`src/rtl/alu_pkg.sv`:
```
// Shared definitions for the ALU issue stage and the execute-stage ALU.
// The ALU imports alu_op_e from here so both sides agree on Operation codes.
package alu_pkg;

    // ALU Operation codes; the ALU decodes exactly these values.
    typedef enum logic [3:0] {
        OP_AND = 4'b0000,
        OP_OR  = 4'b0001,
        OP_ADD = 4'b0010,
        OP_SUB = 4'b0011,
        OP_SLL = 4'b0100,
        OP_SRL = 4'b0101,
        OP_SRA = 4'b0111,
        OP_EQ  = 4'b1000,
        OP_XOR = 4'b1001,
        OP_SLT = 4'b1100
    } alu_op_e;

    // ALUOp classes produced by the main decoder.
    typedef enum logic [1:0] {
        CTRL_MEM    = 2'b00,
        CTRL_BRANCH = 2'b01,
        CTRL_ARITH  = 2'b10,
        CTRL_LUI    = 2'b11
    } alu_ctrl_e;

    // Second ALU operand source.
    typedef enum logic {
        SRCB_RS2 = 1'b0,
        SRCB_IMM = 1'b1
    } srcb_sel_e;

    localparam logic [6:0] F7_BASE = 7'b0000000;
    localparam logic [6:0] F7_ALT  = 7'b0100000;

    // Shift funct3 values (SLL/SLLI, SRL/SRA and their immediate forms).
    function automatic logic is_shift(input logic [2:0] funct3);
        return (funct3 == 3'b001) || (funct3 == 3'b101);
    endfunction

endpackage

```
`src/rtl/alu_op_decode.sv`:
```
// Combinational ALU control decode: ALUOp/Funct3/Funct7/IsImm to the ALU
// Operation code, an Illegal flag and the operand-select controls.
module alu_op_decode
    import alu_pkg::*;
(
    input  logic [1:0] ALUOp,
    input  logic [2:0] Funct3,
    input  logic [6:0] Funct7,
    input  logic       IsImm,
    output logic [3:0] Operation,
    output logic       Illegal,
    output logic       SrcBSel,
    output logic       ZeroA
);

    alu_op_e   w_op;
    logic      w_illegal;
    srcb_sel_e w_srcb_sel;

    // Decode the operation and legality; illegal encodings collapse to AND.
    always_comb begin
        w_op       = OP_ADD;
        w_illegal  = 1'b0;
        w_srcb_sel = SRCB_IMM;
        ZeroA      = 1'b0;

        case (alu_ctrl_e'(ALUOp))
            CTRL_MEM: begin
                w_op = OP_ADD;
            end
            CTRL_BRANCH: begin
                w_srcb_sel = SRCB_RS2;
                case (Funct3)
                    3'b000, 3'b001: w_op = OP_EQ;
                    3'b100, 3'b101: w_op = OP_SLT;
                    default:        w_illegal = 1'b1;
                endcase
            end
            CTRL_ARITH: begin
                w_srcb_sel = IsImm ? SRCB_IMM : SRCB_RS2;
                case (Funct3)
                    3'b000:  w_op = (!IsImm && Funct7 == F7_ALT) ? OP_SUB : OP_ADD;
                    3'b001:  w_op = OP_SLL;
                    3'b010:  w_op = OP_SLT;
                    3'b011:  w_illegal = 1'b1;
                    3'b100:  w_op = OP_XOR;
                    3'b101:  w_op = Funct7[5] ? OP_SRA : OP_SRL;
                    3'b110:  w_op = OP_OR;
                    default: w_op = OP_AND;
                endcase
                if (!IsImm) begin
                    // R-type: only the base Funct7, or the alternate one on SUB/SRA.
                    if (Funct7 != F7_BASE &&
                        !(Funct7 == F7_ALT && (Funct3 == 3'b000 || Funct3 == 3'b101)))
                        w_illegal = 1'b1;
                end else if (is_shift(Funct3)) begin
                    // Shift-immediate: upper immediate bits act as Funct7.
                    if (Funct7 != F7_BASE && Funct7 != F7_ALT)
                        w_illegal = 1'b1;
                end
            end
            CTRL_LUI: begin
                w_op  = OP_ADD;
                ZeroA = 1'b1;
            end
            default: begin
                w_illegal = 1'b1;
            end
        endcase
    end

    assign Illegal   = w_illegal;
    assign Operation = w_illegal ? OP_AND : w_op;
    assign SrcBSel   = w_srcb_sel;

endmodule

```
`src/rtl/alu_issue_stage.sv`:
```
// Registered issue stage in front of the combinational execute-stage ALU.
// Valid/ready pipeline register with stall and flush.
// Optional performance counters are enabled by defining ALU_ISSUE_PERF_EN.
module alu_issue_stage
    import alu_pkg::*;
#(
    parameter int DATA_WIDTH    = 32,
    parameter int OPCODE_LENGTH = 4
) (
    input  logic                     clk,
    input  logic                     reset,
    input  logic                     InValid,
    output logic                     InReady,
    input  logic [1:0]               ALUOp,
    input  logic [2:0]               Funct3,
    input  logic [6:0]               Funct7,
    input  logic                     IsImm,
    input  logic [DATA_WIDTH-1:0]    Rs1Data,
    input  logic [DATA_WIDTH-1:0]    Rs2Data,
    input  logic [DATA_WIDTH-1:0]    Imm,
    input  logic                     Flush,
    output logic                     OutValid,
    input  logic                     OutReady,
    output logic [DATA_WIDTH-1:0]    SrcA,
    output logic [DATA_WIDTH-1:0]    SrcB,
    output logic [OPCODE_LENGTH-1:0] Operation,
    output logic                     Illegal
`ifdef ALU_ISSUE_PERF_EN
    ,
    output logic [31:0]              IssueCount,
    output logic [31:0]              IllegalCount
`endif
);

    logic                     r_valid;
    logic [DATA_WIDTH-1:0]    r_srca;
    logic [DATA_WIDTH-1:0]    r_srcb;
    logic [OPCODE_LENGTH-1:0] r_operation;
    logic                     r_illegal;

    logic [3:0]               w_dec_op;
    logic                     w_dec_illegal;
    logic                     w_dec_srcb_sel;
    logic                     w_dec_zero_a;
    logic [DATA_WIDTH-1:0]    w_srca;
    logic [DATA_WIDTH-1:0]    w_srcb;
    logic                     w_in_ready;
    logic                     w_accept;

    alu_op_decode u_decode (
        .ALUOp     (ALUOp),
        .Funct3    (Funct3),
        .Funct7    (Funct7),
        .IsImm     (IsImm),
        .Operation (w_dec_op),
        .Illegal   (w_dec_illegal),
        .SrcBSel   (w_dec_srcb_sel),
        .ZeroA     (w_dec_zero_a)
    );

    // Handshake and operand selection.
    always_comb begin
        w_in_ready = !Flush && (!r_valid || OutReady);
        w_accept   = InValid && w_in_ready;
        w_srca     = w_dec_zero_a ? '0 : Rs1Data;
        w_srcb     = (w_dec_srcb_sel == SRCB_IMM) ? Imm : Rs2Data;
    end

    // Pipeline register: flush kills, accept loads, drain clears valid only.
    always_ff @(posedge clk) begin
        if (reset) begin
            r_valid     <= 1'b0;
            r_srca      <= '0;
            r_srcb      <= '0;
            r_operation <= '0;
            r_illegal   <= 1'b0;
        end else if (Flush) begin
            r_valid <= 1'b0;
        end else if (w_accept) begin
            r_valid     <= 1'b1;
            r_srca      <= w_srca;
            r_srcb      <= w_srcb;
            r_operation <= OPCODE_LENGTH'(w_dec_op);
            r_illegal   <= w_dec_illegal;
        end else if (OutReady) begin
            r_valid <= 1'b0;
        end
    end

`ifdef ALU_ISSUE_PERF_EN
    logic        r_issue_count;
    logic [31:0] r_issue_cnt;
    logic [31:0] r_illegal_cnt;
    logic        w_consume;

    // A flushed op is not consumed even if execute signals ready.
    assign w_consume = r_valid && OutReady && !Flush;

    // Free-running wrap-around handshake counters.
    always_ff @(posedge clk) begin
        if (reset) begin
            r_issue_cnt   <= '0;
            r_illegal_cnt <= '0;
            r_issue_count <= 1'b0;
        end else begin
            r_issue_count <= w_consume;
            if (w_consume) begin
                r_issue_cnt <= r_issue_cnt + 32'd1;
                if (r_illegal)
                    r_illegal_cnt <= r_illegal_cnt + 32'd1;
            end
        end
    end

    assign IssueCount   = r_issue_cnt;
    assign IllegalCount = r_illegal_cnt;
`endif

    assign InReady   = w_in_ready;
    assign OutValid  = r_valid;
    assign SrcA      = r_srca;
    assign SrcB      = r_srcb;
    assign Operation = r_operation;
    assign Illegal   = r_illegal;

endmodule

```
`config.mk`:
```
export PLATFORM = sky130hd
export DESIGN_NAME = alu_issue_stage
export DESIGN_NICKNAME = d
export VERILOG_FILES = /design/src/rtl/alu_pkg.sv /design/src/rtl/alu_op_decode.sv /design/src/rtl/alu_issue_stage.sv
export SDC_FILE = /design/constraint.sdc
export NUM_CORES = 1
export LEC_CHECK = 0
export CAP_MARGIN = 0
export CORE_ASPECT_RATIO = 2
export CORE_MARGIN = 2
export CORE_UTILIZATION = 40
export CTS_CLUSTER_DIAMETER = 120
export DETAILED_ROUTE_END_ITERATION = 10
export DONT_BUFFER_PORTS = 1
export GPL_TIMING_DRIVEN = 0
export PLACE_DENSITY_LB_ADDON = 0.1
export SETUP_SLACK_MARGIN = 0.05
export SKIP_CTS_REPAIR_TIMING = 1
export SLEW_MARGIN = 30
export SYNTH_ARGS = -nofsm -noshare
export SYNTH_HDL_FRONTEND = slang
export SYNTH_SLANG_ARGS = --single-unit
```
`constraint.sdc`:
```
create_clock -name clk -period 1.7 [get_ports clk]
set_input_delay 0.34 -clock clk [delete_from_list [all_inputs] [get_ports clk]]
set_output_delay 0.34 -clock clk [all_outputs]
set_load 0.02 [all_outputs]
```
==> flow_summary.json <==
{
  "async_reset_ff_frac": 0,
  "synthCells": 348,
  "reg2reg_from": "OutValid",
  "rsz0062_at_grt": "no",
  "die_height_microns": 131,
  "htree_num_levels": 3,
  "synth_nets": 465,
  "dpl_cell_area_sq_mm": 0.00332,
  "crit_chain": "nand2b_1 -> and3_2 -> buf_2 -> buf_2 -> a211oi_1",
  "path_class": "reg2reg",
  "status": "finished clean",
  "wirelength_mm": 8.05,
  "crit_path_start": "OutValid",
  "cts_tree": "done",
  "fill_cells": 788,
  "hold_viol": 0,
  "grt_max_degree": 12,
  "critPathMaxStageDelay_ns": 0.39,
  "timing.final.ws_setup_ns": 0.181,
  "fin_cells": 459,
  "synth_edf_count": 0,
  "final_util": 0.463,
  "avgSynthCellArea_sq_um": 9.21,
  "hpwl_mm": 6.14,
  "drt_iter0_markers": 92,
  "syn2layout_area_growth_pct": 13.2,
  "clockBufferDepth": 2,
  "die_w_microns": 67.3,
  "clock-sinks": 70,
  "grt_usage": 0.181,
  "postRouteAntennaNets": 0,
  "total_power_mw": 4.20,
  "reg2reg_slack_ns": 0.18,
  "routed-via-count": 2572,
  "yosysSeqAreaShare": 0.437,
  "critical_path_arrival_ns": 1.75,
  "critPathLaunchType": "register",
  "netlist_area_sq_mm": 0.00320,
  "layout_commonest_cell": "dfxtp_1",
  "dp.cells": 444,
  "overflow": 0,
  "clock.fmax_mhz": 658,
  "synth_seq_cells": 70,
  "final_cell_area_sq_mm": 0.00363,
  "period_needed_ns": 1.52,
  "setup_viol": 0,
  "grt_pass1_vias": 2486,
  "crit_end": "SrcB[5]",
  "antenna_cells": 0,
  "cts_root_buf": "clkbuf_16",
  "clock_skew_ns": 0.00605,
  "core_sq_mm": 0.00783,
  "critical_path.reg2reg.endpoint": "SrcB[5]",
  "dp_slack_ns": -0.166,
  "wl_per_cell_microns": 17.5,
  "placementRows": 46,
  "yosysWarnings": 0,
  "drtPass1Iterations": 4,
  "via_per_inst": 5.60,
  "io_pins": 185,
  "finalSetupTns_ns": 0,
  "grt_pass1_wl_mm": 11.9,
  "cp.required_ns": 1.93,
  "initial_core_util": 0.409,
  "finalMaxSlewViolations": 0,
  "hp-class": "in2reg",
  "tightest_slew_ns": 0.472,
  "end_kind": "register",
  "max-vdd-ir-drop_mv": 0.572,
  "routabilityCongestion": 0.834,
  "numCtsBuffers": 9,
  "cpMostUsedCell": "buf_2",
  "crit_path_top_delay_cell": "dfxtp_2",
  "ys_types": 41,
  "synth_ff_type": "dfxtp_1",
  "dieArea_sq_mm": 0.00879,
  "max_slew_margin": 0.685,
  "p_per_area_mw_per_mm2": 1160,
  "antenna_found_initial": 0,
  "drive_above_1_share": 0.118,
  "route.detailed.drc": 0,
  "rr_worst_depth": 5,
  "layout_worst_path_cycle_share": 0.894,
  "path_max_fanout": 10,
  "final_nets": 475,
  "clk_pin_slew_ns": 0.05,
  "drv_cap": 0,
  "portBuffers": 0,
  "holdWs_ns": 0.0813,
  "layout_common_cells": "69 x dfxtp_1, 38 x nor2_1, 34 x nand2_1, 33 x a21oi_1",
  "clk_latency_ns": 0.33,
  "p_leak_nw": 1.32
}
## critical path: cells and delay by family (launching register included)
kind            cells  cell delay [ns]
simple gates        2             0.38
compound gates      1             0.24
buf+inv             2             0.40
flops               1             0.39
## cell usage after synthesis (all sizes together) (2+ instances only)
cell	instances	share of area
dfxtp	70	0.44
nor2	38	0.045
nand2	34	0.040
a211oi	33	0.079
a21oi	33	0.052
mux2i	33	0.11
nand3b	32	0.075
buf	16	0.043
clkbuf	13	0.015
inv	7	0.0082
nand3	6	0.011
ha	3	0.012
nor2b	3	0.0059
o41ai	3	0.011
a221o	2	0.0062
and3	2	0.0039
nand2b	2	0.0039
o21a	2	0.0047
o21ai	2	0.0031
or2b	2	0.0047
## registers in the layout, summed over array words and instances, names as in the netlist
name and count:
OutValid 1, SrcB 32, SrcA 32, Operation 4
Illegal 1
## logic make-up after synthesis
logic type / Yosys count / share of synthesized area
AOI/OAI and AO/OA: 82 / 0.174
xor gates and xnor gates: 1 / 0.00273
adders and majority gates: 3 / 0.0117
buffers and inverters: 37 / 0.0703
DFF: 70 / 0.437
muxes: 33 / 0.107
and+or+nand+nor: 122 / 0.197
## routing by layer
metal | vias to the layer above | routed length, microns | global-route usage
met3 | 9 | 854 | 0.0745
met4 | 0 | 130 | 0.0840
met5 | - | 0 | 0
li1 | 1249 | - | -
met2 | 122 | 4060 | 0.298
met1 | 1192 | 3000 | 0.199
## layout make-up
class | instances | area (sq um) | area share
Clock buffer | 12 | 256 | 0.0707
Multi-Input combinational cell | 241 | 1580 | 0.435
Inverter | 7 | 26.3 | 0.00724
Clock inverter | 4 | 45.0 | 0.0124
Sequential cell | 70 | 1400 | 0.387
Buffer | 29 | 198 | 0.0545
Tap cell | 96 | 120 | 0.0331
## power breakdown
group	switching [mW]	total (mW)	internal, mW
registers	0.172	1.91	1.73
logic	0.239	0.430	0.192
clock network	0.656	1.86	1.21
total	1.07	4.20	3.13
## worst min path at each step
stage,cells after the start,start,end
after CTS,1,Flush,OutValid
after global routing,1,Flush,OutValid
after detailed placement,1,Flush,OutValid
after global placement,1,Flush,OutValid
final,1,Flush,OutValid
after floorplan,1,Flush,OutValid
No activity file was read; power rests on OpenSTA's default activity.
